## src/rtl/alu_uart_if.sv

```systemverilog
// Bundle of UART/ALU-side signals for alu_uart_interface.
// The slave modport is the sequencer's view; master is the environment's view.
interface alu_uart_if #(
    parameter int NB_DATA = 8,
    parameter int NB_OP   = 6
);
    logic [NB_DATA-1:0] i_rx_data;
    logic               i_rx_done;
    logic [NB_DATA-1:0] i_alu_result;
    logic               i_tx_done;
    logic [NB_DATA-1:0] o_alu_data_A;
    logic [NB_DATA-1:0] o_alu_data_B;
    logic [NB_OP-1:0]   o_alu_op;
    logic [NB_DATA-1:0] o_tx_data;
    logic               o_tx_start;
    logic [2:0]         o_state;

    modport slave (
        input  i_rx_data, i_rx_done, i_alu_result, i_tx_done,
        output o_alu_data_A, o_alu_data_B, o_alu_op, o_tx_data, o_tx_start, o_state
    );

    modport master (
        output i_rx_data, i_rx_done, i_alu_result, i_tx_done,
        input  o_alu_data_A, o_alu_data_B, o_alu_op, o_tx_data, o_tx_start, o_state
    );
endinterface

```

## src/rtl/alu_uart_interface.sv

```systemverilog
// Collects A, B and opcode bytes from the UART, presents them to the ALU,
// then hands the ALU result to the transmitter with a one-cycle start pulse.
module alu_uart_interface #(
    parameter int NB_DATA = 8,
    parameter int NB_OP   = 6,
    parameter int TIMEOUT = 1000000
) (
    input logic      i_clk,
    input logic      i_reset,
    alu_uart_if.slave bus
);
    localparam int CW = (TIMEOUT > 2) ? $clog2(TIMEOUT) : 1;
    localparam logic [CW-1:0] CNT_LAST = CW'(TIMEOUT - 1);

    typedef enum logic [2:0] {
        ST_A       = 3'd0,
        ST_B       = 3'd1,
        ST_OP      = 3'd2,
        ST_START   = 3'd3,
        ST_WAIT_TX = 3'd4
    } state_t;

    state_t             state;
    logic [CW-1:0]      cnt;
    logic [NB_DATA-1:0] alu_a;
    logic [NB_DATA-1:0] alu_b;
    logic [NB_OP-1:0]   alu_op;
    logic [NB_DATA-1:0] tx_data;
    logic               tx_start;

    // Handshake: an input byte exists only in a cycle with i_rx_done=1; the
    // transmitter owns o_tx_data from the o_tx_start cycle until i_tx_done.
    always_ff @(posedge i_clk) begin
        if (i_reset) begin
            state    <= ST_A;
            cnt      <= '0;
            alu_a    <= '0;
            alu_b    <= '0;
            alu_op   <= '0;
            tx_data  <= '0;
            tx_start <= 1'b0;
        end else begin
            tx_start <= 1'b0;
            case (state)
                ST_A: begin
                    cnt <= '0;
                    if (bus.i_rx_done) begin
                        alu_a <= bus.i_rx_data;
                        state <= ST_B;
                    end
                end
                ST_B: begin
                    // An arriving byte beats the timeout in the same cycle.
                    if (bus.i_rx_done) begin
                        alu_b <= bus.i_rx_data;
                        cnt   <= '0;
                        state <= ST_OP;
                    end else if (cnt == CNT_LAST) begin
                        cnt   <= '0;
                        state <= ST_A;
                    end else begin
                        cnt <= cnt + 1'b1;
                    end
                end
                ST_OP: begin
                    if (bus.i_rx_done) begin
                        alu_op <= bus.i_rx_data[NB_OP-1:0];
                        cnt    <= '0;
                        state  <= ST_START;
                    end else if (cnt == CNT_LAST) begin
                        cnt   <= '0;
                        state <= ST_A;
                    end else begin
                        cnt <= cnt + 1'b1;
                    end
                end
                ST_START: begin
                    cnt      <= '0;
                    tx_data  <= bus.i_alu_result;
                    tx_start <= 1'b1;
                    state    <= ST_WAIT_TX;
                end
                ST_WAIT_TX: begin
                    cnt <= '0;
                    if (bus.i_tx_done) state <= ST_A;
                end
                default: begin
                    cnt   <= '0;
                    state <= ST_A;
                end
            endcase
        end
    end

    assign bus.o_alu_data_A = alu_a;
    assign bus.o_alu_data_B = alu_b;
    assign bus.o_alu_op     = alu_op;
    assign bus.o_tx_data    = tx_data;
    assign bus.o_tx_start   = tx_start;
    assign bus.o_state      = state;
endmodule

```

## src/flat_wrapper.sv

```systemverilog
// flat-port wrapper written by rule: the top's interface ports become plain ports
module alu_uart_interface_flat 
#(
    parameter int NB_DATA = 8,
    parameter int NB_OP   = 6,
    parameter int TIMEOUT = 1000000
)
  (i_clk, i_reset, bus_i_rx_data, bus_i_rx_done, bus_i_alu_result, bus_i_tx_done, bus_o_alu_data_A, bus_o_alu_data_B, bus_o_alu_op, bus_o_tx_data, bus_o_tx_start, bus_o_state);
  alu_uart_if #(.NB_DATA(NB_DATA), .NB_OP(NB_OP)) bus_i ();
  input logic i_clk;
  input logic i_reset;
  input wire logic [$bits(bus_i.i_rx_data)-1:0] bus_i_rx_data;
  input wire logic [$bits(bus_i.i_rx_done)-1:0] bus_i_rx_done;
  input wire logic [$bits(bus_i.i_alu_result)-1:0] bus_i_alu_result;
  input wire logic [$bits(bus_i.i_tx_done)-1:0] bus_i_tx_done;
  output wire logic [$bits(bus_i.o_alu_data_A)-1:0] bus_o_alu_data_A;
  output wire logic [$bits(bus_i.o_alu_data_B)-1:0] bus_o_alu_data_B;
  output wire logic [$bits(bus_i.o_alu_op)-1:0] bus_o_alu_op;
  output wire logic [$bits(bus_i.o_tx_data)-1:0] bus_o_tx_data;
  output wire logic [$bits(bus_i.o_tx_start)-1:0] bus_o_tx_start;
  output wire logic [$bits(bus_i.o_state)-1:0] bus_o_state;
  assign bus_i.i_rx_data = bus_i_rx_data;
  assign bus_i.i_rx_done = bus_i_rx_done;
  assign bus_i.i_alu_result = bus_i_alu_result;
  assign bus_i.i_tx_done = bus_i_tx_done;
  assign bus_o_alu_data_A = bus_i.o_alu_data_A;
  assign bus_o_alu_data_B = bus_i.o_alu_data_B;
  assign bus_o_alu_op = bus_i.o_alu_op;
  assign bus_o_tx_data = bus_i.o_tx_data;
  assign bus_o_tx_start = bus_i.o_tx_start;
  assign bus_o_state = bus_i.o_state;
  alu_uart_interface #(.NB_DATA(NB_DATA), .NB_OP(NB_OP), .TIMEOUT(TIMEOUT)) u_core (.i_clk(i_clk), .i_reset(i_reset), .bus(bus_i));
endmodule
```

## config.mk

```make
export PLATFORM = sky130hd
export DESIGN_NAME = alu_uart_interface_flat
export DESIGN_NICKNAME = d
export VERILOG_FILES = /design/src/rtl/alu_uart_if.sv /design/src/rtl/alu_uart_interface.sv /design/src/flat_wrapper.sv
export SDC_FILE = /design/constraint.sdc
export NUM_CORES = 1
export LEC_CHECK = 0
export BUFFER_PORTS_ARGS = -buffer_cell sky130_fd_sc_hd__buf_4
export CORE_AREA = 5 5 69 71
export CTS_CLUSTER_SIZE = 20
export DETAILED_ROUTE_END_ITERATION = 10
export DIE_AREA = 0 0 74 76
export PLACE_DENSITY = 0.81
export RECOVER_POWER = 50
export SETUP_SLACK_MARGIN = 0.1
export SLEW_MARGIN = 20
export SYNTH_ARGS = -nofsm -noshare
export SYNTH_HDL_FRONTEND = slang
export SYNTH_SLANG_ARGS = --single-unit
```

## constraint.sdc

```tcl
create_clock -name i_clk -period 3.3 [get_ports i_clk]
set_input_delay 0.495 -clock i_clk [delete_from_list [all_inputs] [get_ports i_clk]]
set_output_delay 0.495 -clock i_clk [all_outputs]
set_load 0.01 [all_outputs]
```

==> results.sh <==
export IMPL_finalSetupTns_ns=0
export IMPL_power_switching_uw=269
export IMPL_routed_via_density=5.26
export IMPL_die_w_um=74
export IMPL_worst_setup_path_end_kind="flip-flop"
export IMPL_critPathMaxStageDelay_ns=0.58
export IMPL_skew_ns=0.00519
export IMPL_worstSkewPairLatency_ns=0.30
export IMPL_grt_pass1_wl_mm=8.03
export IMPL_diodes=0
export IMPL_drc=0
export IMPL_hold_viol=0
export IMPL_portBuffers=53
export IMPL_cp_num_buf_inv=1
export IMPL_fp_dieArea_sq_um=5620
export IMPL_rsz0062_at_grt="false"
export IMPL_place_detailed_hpwl_mm=3.45
export IMPL_antenna_found_initial=0
export IMPL_start_util_pct=52.3
export IMPL_pwr_share_comb_pct=8.0
export IMPL_nets=311
export IMPL_num_io_pins=54
export IMPL_clk_path_buf_depth=2
export IMPL_cts_buffers=5
export IMPL_fp_dieH_um=76
export IMPL_intPower_uw=850
export IMPL_p_seq_share_pct=60.5
export IMPL_clk_pin_slew_worst_paths_ns=0.09
export IMPL_setup_slack_ns=1.28
export IMPL_slew_viol_final=0
export IMPL_start_kind="flip-flop"
export IMPL_drt_initial_drc_count=135
export IMPL_crit_fanout=20
export IMPL_syn_avg_cell_area_sq_um=9.10
export IMPL_finalCriticalPeriod_ns=2.02
export IMPL_p_leak_uw=0.000896
export IMPL_cts_sinks=54
export IMPL_cp_required_ns=3.49
export IMPL_syn_area_sq_um=2180
export IMPL_dr_pass1_iters=4
export IMPL_max_slew_margin_rel_pct=41.4
export IMPL_cp_arrival_ns=2.21
export IMPL_r2r_slack_ns=1.28
export IMPL_vias=1800
export IMPL_min_period_over_period_pct=61.2
export IMPL_post_cts_setup_buffer_count=0
export IMPL_cap_viol_max_count=0
export IMPL_ys_seq_area_share_pct=49.5
export IMPL_yosysUniqueCellTypes=37
export IMPL_fmax_mhz=495
export IMPL_cts_tree="done"
export IMPL_critical_path_class="flip-flop to flip-flop"
export IMPL_async_flop_share_pct=0
export IMPL_drive_gt1_share_pct=12.8
export IMPL_rows=24
export IMPL_hold_path_class="input port to flip-flop"
export IMPL_wl_per_cell_um=13.6
export IMPL_n_fill_cell=394
export IMPL_grt_pass1_vias=1789
export IMPL_grt_max_degree=36
export IMPL_finalCoreUtilization_pct=61.3
export IMPL_synthesis_nets=261
export IMPL_h_tree_depth=2
export IMPL_synth_seq_cells=54
export IMPL_area_growth_pct=17.2
export IMPL_gr_usage_all_layers_pct=17.7
export IMPL_cts_root_buf="clkbuf_8"
export IMPL_cts_resized=0
export IMPL_core_area_sq_um=4170
export IMPL_vdd_ir_drop_worst_v=0.000267
export IMPL_clkPwrFrac_pct=31.4
export IMPL_ant_nets=0
export IMPL_synth_edf_count=0
export IMPL_switching_share_pct=24.1
export IMPL_setup_viol=0
export IMPL_slowest_stage="or4_4"
export IMPL_ctsHoldBuffers=0
export IMPL_outcome="completed"
export IMPL_place_ws_ns=1.31
export IMPL_ys_warn_count=0
export IMPL_globalRouteOverflowTotal=0
export IMPL_fin_hold_ws_ns=0.423
export IMPL_globalplace_congestion=0.831
export IMPL_path_cells="ha_1, nand4_1, or4_4, o21ai_1, buf_4, nor2_1"
export IMPL_synth_flop_cell="dfxtp_1"
export IMPL_p_per_area_nw_per_um2=437
export IMPL_netlist_instances=240
export IMPL_critPathTopFamily="simple AND/OR/NAND/NOR gates"
export IMPL_wl_mm=4.67
export IMPL_worst_pin_slew_ns=0.873
## final cells by class
type                    instances  area [sq um]  area share, %
clock inverters                 2          15.0          0.587
well taps                      52          65.1           2.54
repair buffers                 54           278           10.9
flip-flops and latches         54          1080           42.2
multi-input cells             167          1020           39.9
clock buffers                   5          68.8           2.69
inverters                       8          30.0           1.17
## power by group through the flow
stage,logic (uW),registers [uW],clock network (uW)
floorplan,48.0,696,0
global placement,101,692,0
detailed placement,102,693,0
CTS,102,678,366
global route,99.1,680,390
finish,90.0,678,352
## state kept, by name (all words and copies together), names as in the netlist
| signal | flops |
|---|---|
| u_core.bus.o_alu_op | 6 |
| u_core.cnt | 20 |
| u_core.bus.o_tx_data | 8 |
| u_core.bus.o_alu_data_B | 8 |
| u_core.bus.o_tx_start | 1 |
| u_core.bus.o_alu_data_A | 8 |
| u_core.bus.o_state | 3 |
## logic make-up (layout without fill, tap and decap cells)
family | Yosys count | count (layout) | synth area share, %
flops | 54 | 54 | 49.5
compound gates | 25 | 25 | 6.65
simple gates | 106 | 106 | 24.3
mux | 22 | 22 | 10.1
xor+xnor | 13 | 13 | 5.21
buf+inv | 19 | 69 | 3.67
fa+ha+maj | 1 | 1 | 0.573
## metrics by stage
step / std cells / cell area (sq um) / total power (uW)
6_report: 342 / 2560 / 1120
2_1_floorplan: 240 / 2180 / 744
3_5_place_dp: 335 / 2600 / 796
4_1_cts: 342 / 2690 / 1150
5_1_grt: 342 / 2560 / 1170
3_3_place_gp: 335 / 2600 / 793
## synthesized netlist by cell type (2+ instances only)
master / instances / area (sq um)
a211oi_1: 2 / 15.0
a21oi_1: 14 / 70.1
buf_4: 2 / 15.0
clkbuf_1: 8 / 30.0
dfxtp_1: 54 / 1080
inv_1: 8 / 30.0
mux2i_1: 22 / 220
nand2_1: 26 / 97.6
nand3_1: 7 / 35.0
nand4_1: 3 / 18.8
nor2_1: 40 / 150
nor3_1: 6 / 30.0
nor4_1: 4 / 25.0
o21ai_0: 3 / 15.0
o31ai_1: 2 / 15.0
or3_1: 4 / 25.0
or3_2: 2 / 15.0
or4_4: 3 / 33.8
xnor2_1: 11 / 96.3
xor2_1: 2 / 17.5
## worst register-to-register path, stage by stage, from the launching register on
cell,delay (ns)
dfxtp_1,0.40
ha_1,0.24
nand4_1,0.22
or4_4,0.58
o21ai_1,0.15
buf_4,0.26
nor2_1,0.08
## final timing paths
check                             startpoint                         end  cells after the start
hold / removal           bus_i_alu_result[5]     u_core.bus.o_tx_data[5]                      3
hold reg to reg   u_core.bus.o_alu_data_A[3]  u_core.bus.o_alu_data_A[3]                      2
setup / recovery               u_core.cnt[0]               u_core.cnt[5]                      6
setup reg to reg               u_core.cnt[0]               u_core.cnt[5]                      6
## cell usage in the layout, fill, tap and decap left out, types with 2 or more instances in the layout
master / count
nand4_1: 3
nor4_1: 4
clkbuf_8: 5
mux2i_1: 22
nor2_1: 40
buf_4: 20
nand2_1: 26
nand3_1: 7
clkbuf_1: 34
a21oi_1: 14
or3_2: 2
clkinvlp_4: 2
o21ai_0: 3
xor2_1: 2
nor3_1: 6
or4_4: 3
xnor2_1: 11
or3_1: 4
inv_1: 8
a211oi_1: 2
o31ai_1: 2
dfxtp_1: 54
## per-layer routing
layer	vias up	global-route usage (%)	part of all wire (%)	wire, um
met5	-	0	0	0
met4	0	7.43	1.5	68
met3	7	3.17	5.9	274
met2	44	29.8	49	2310
met1	832	21.8	43	2020
li1	917	-	-	-
(Power assumes the default switching activity.)
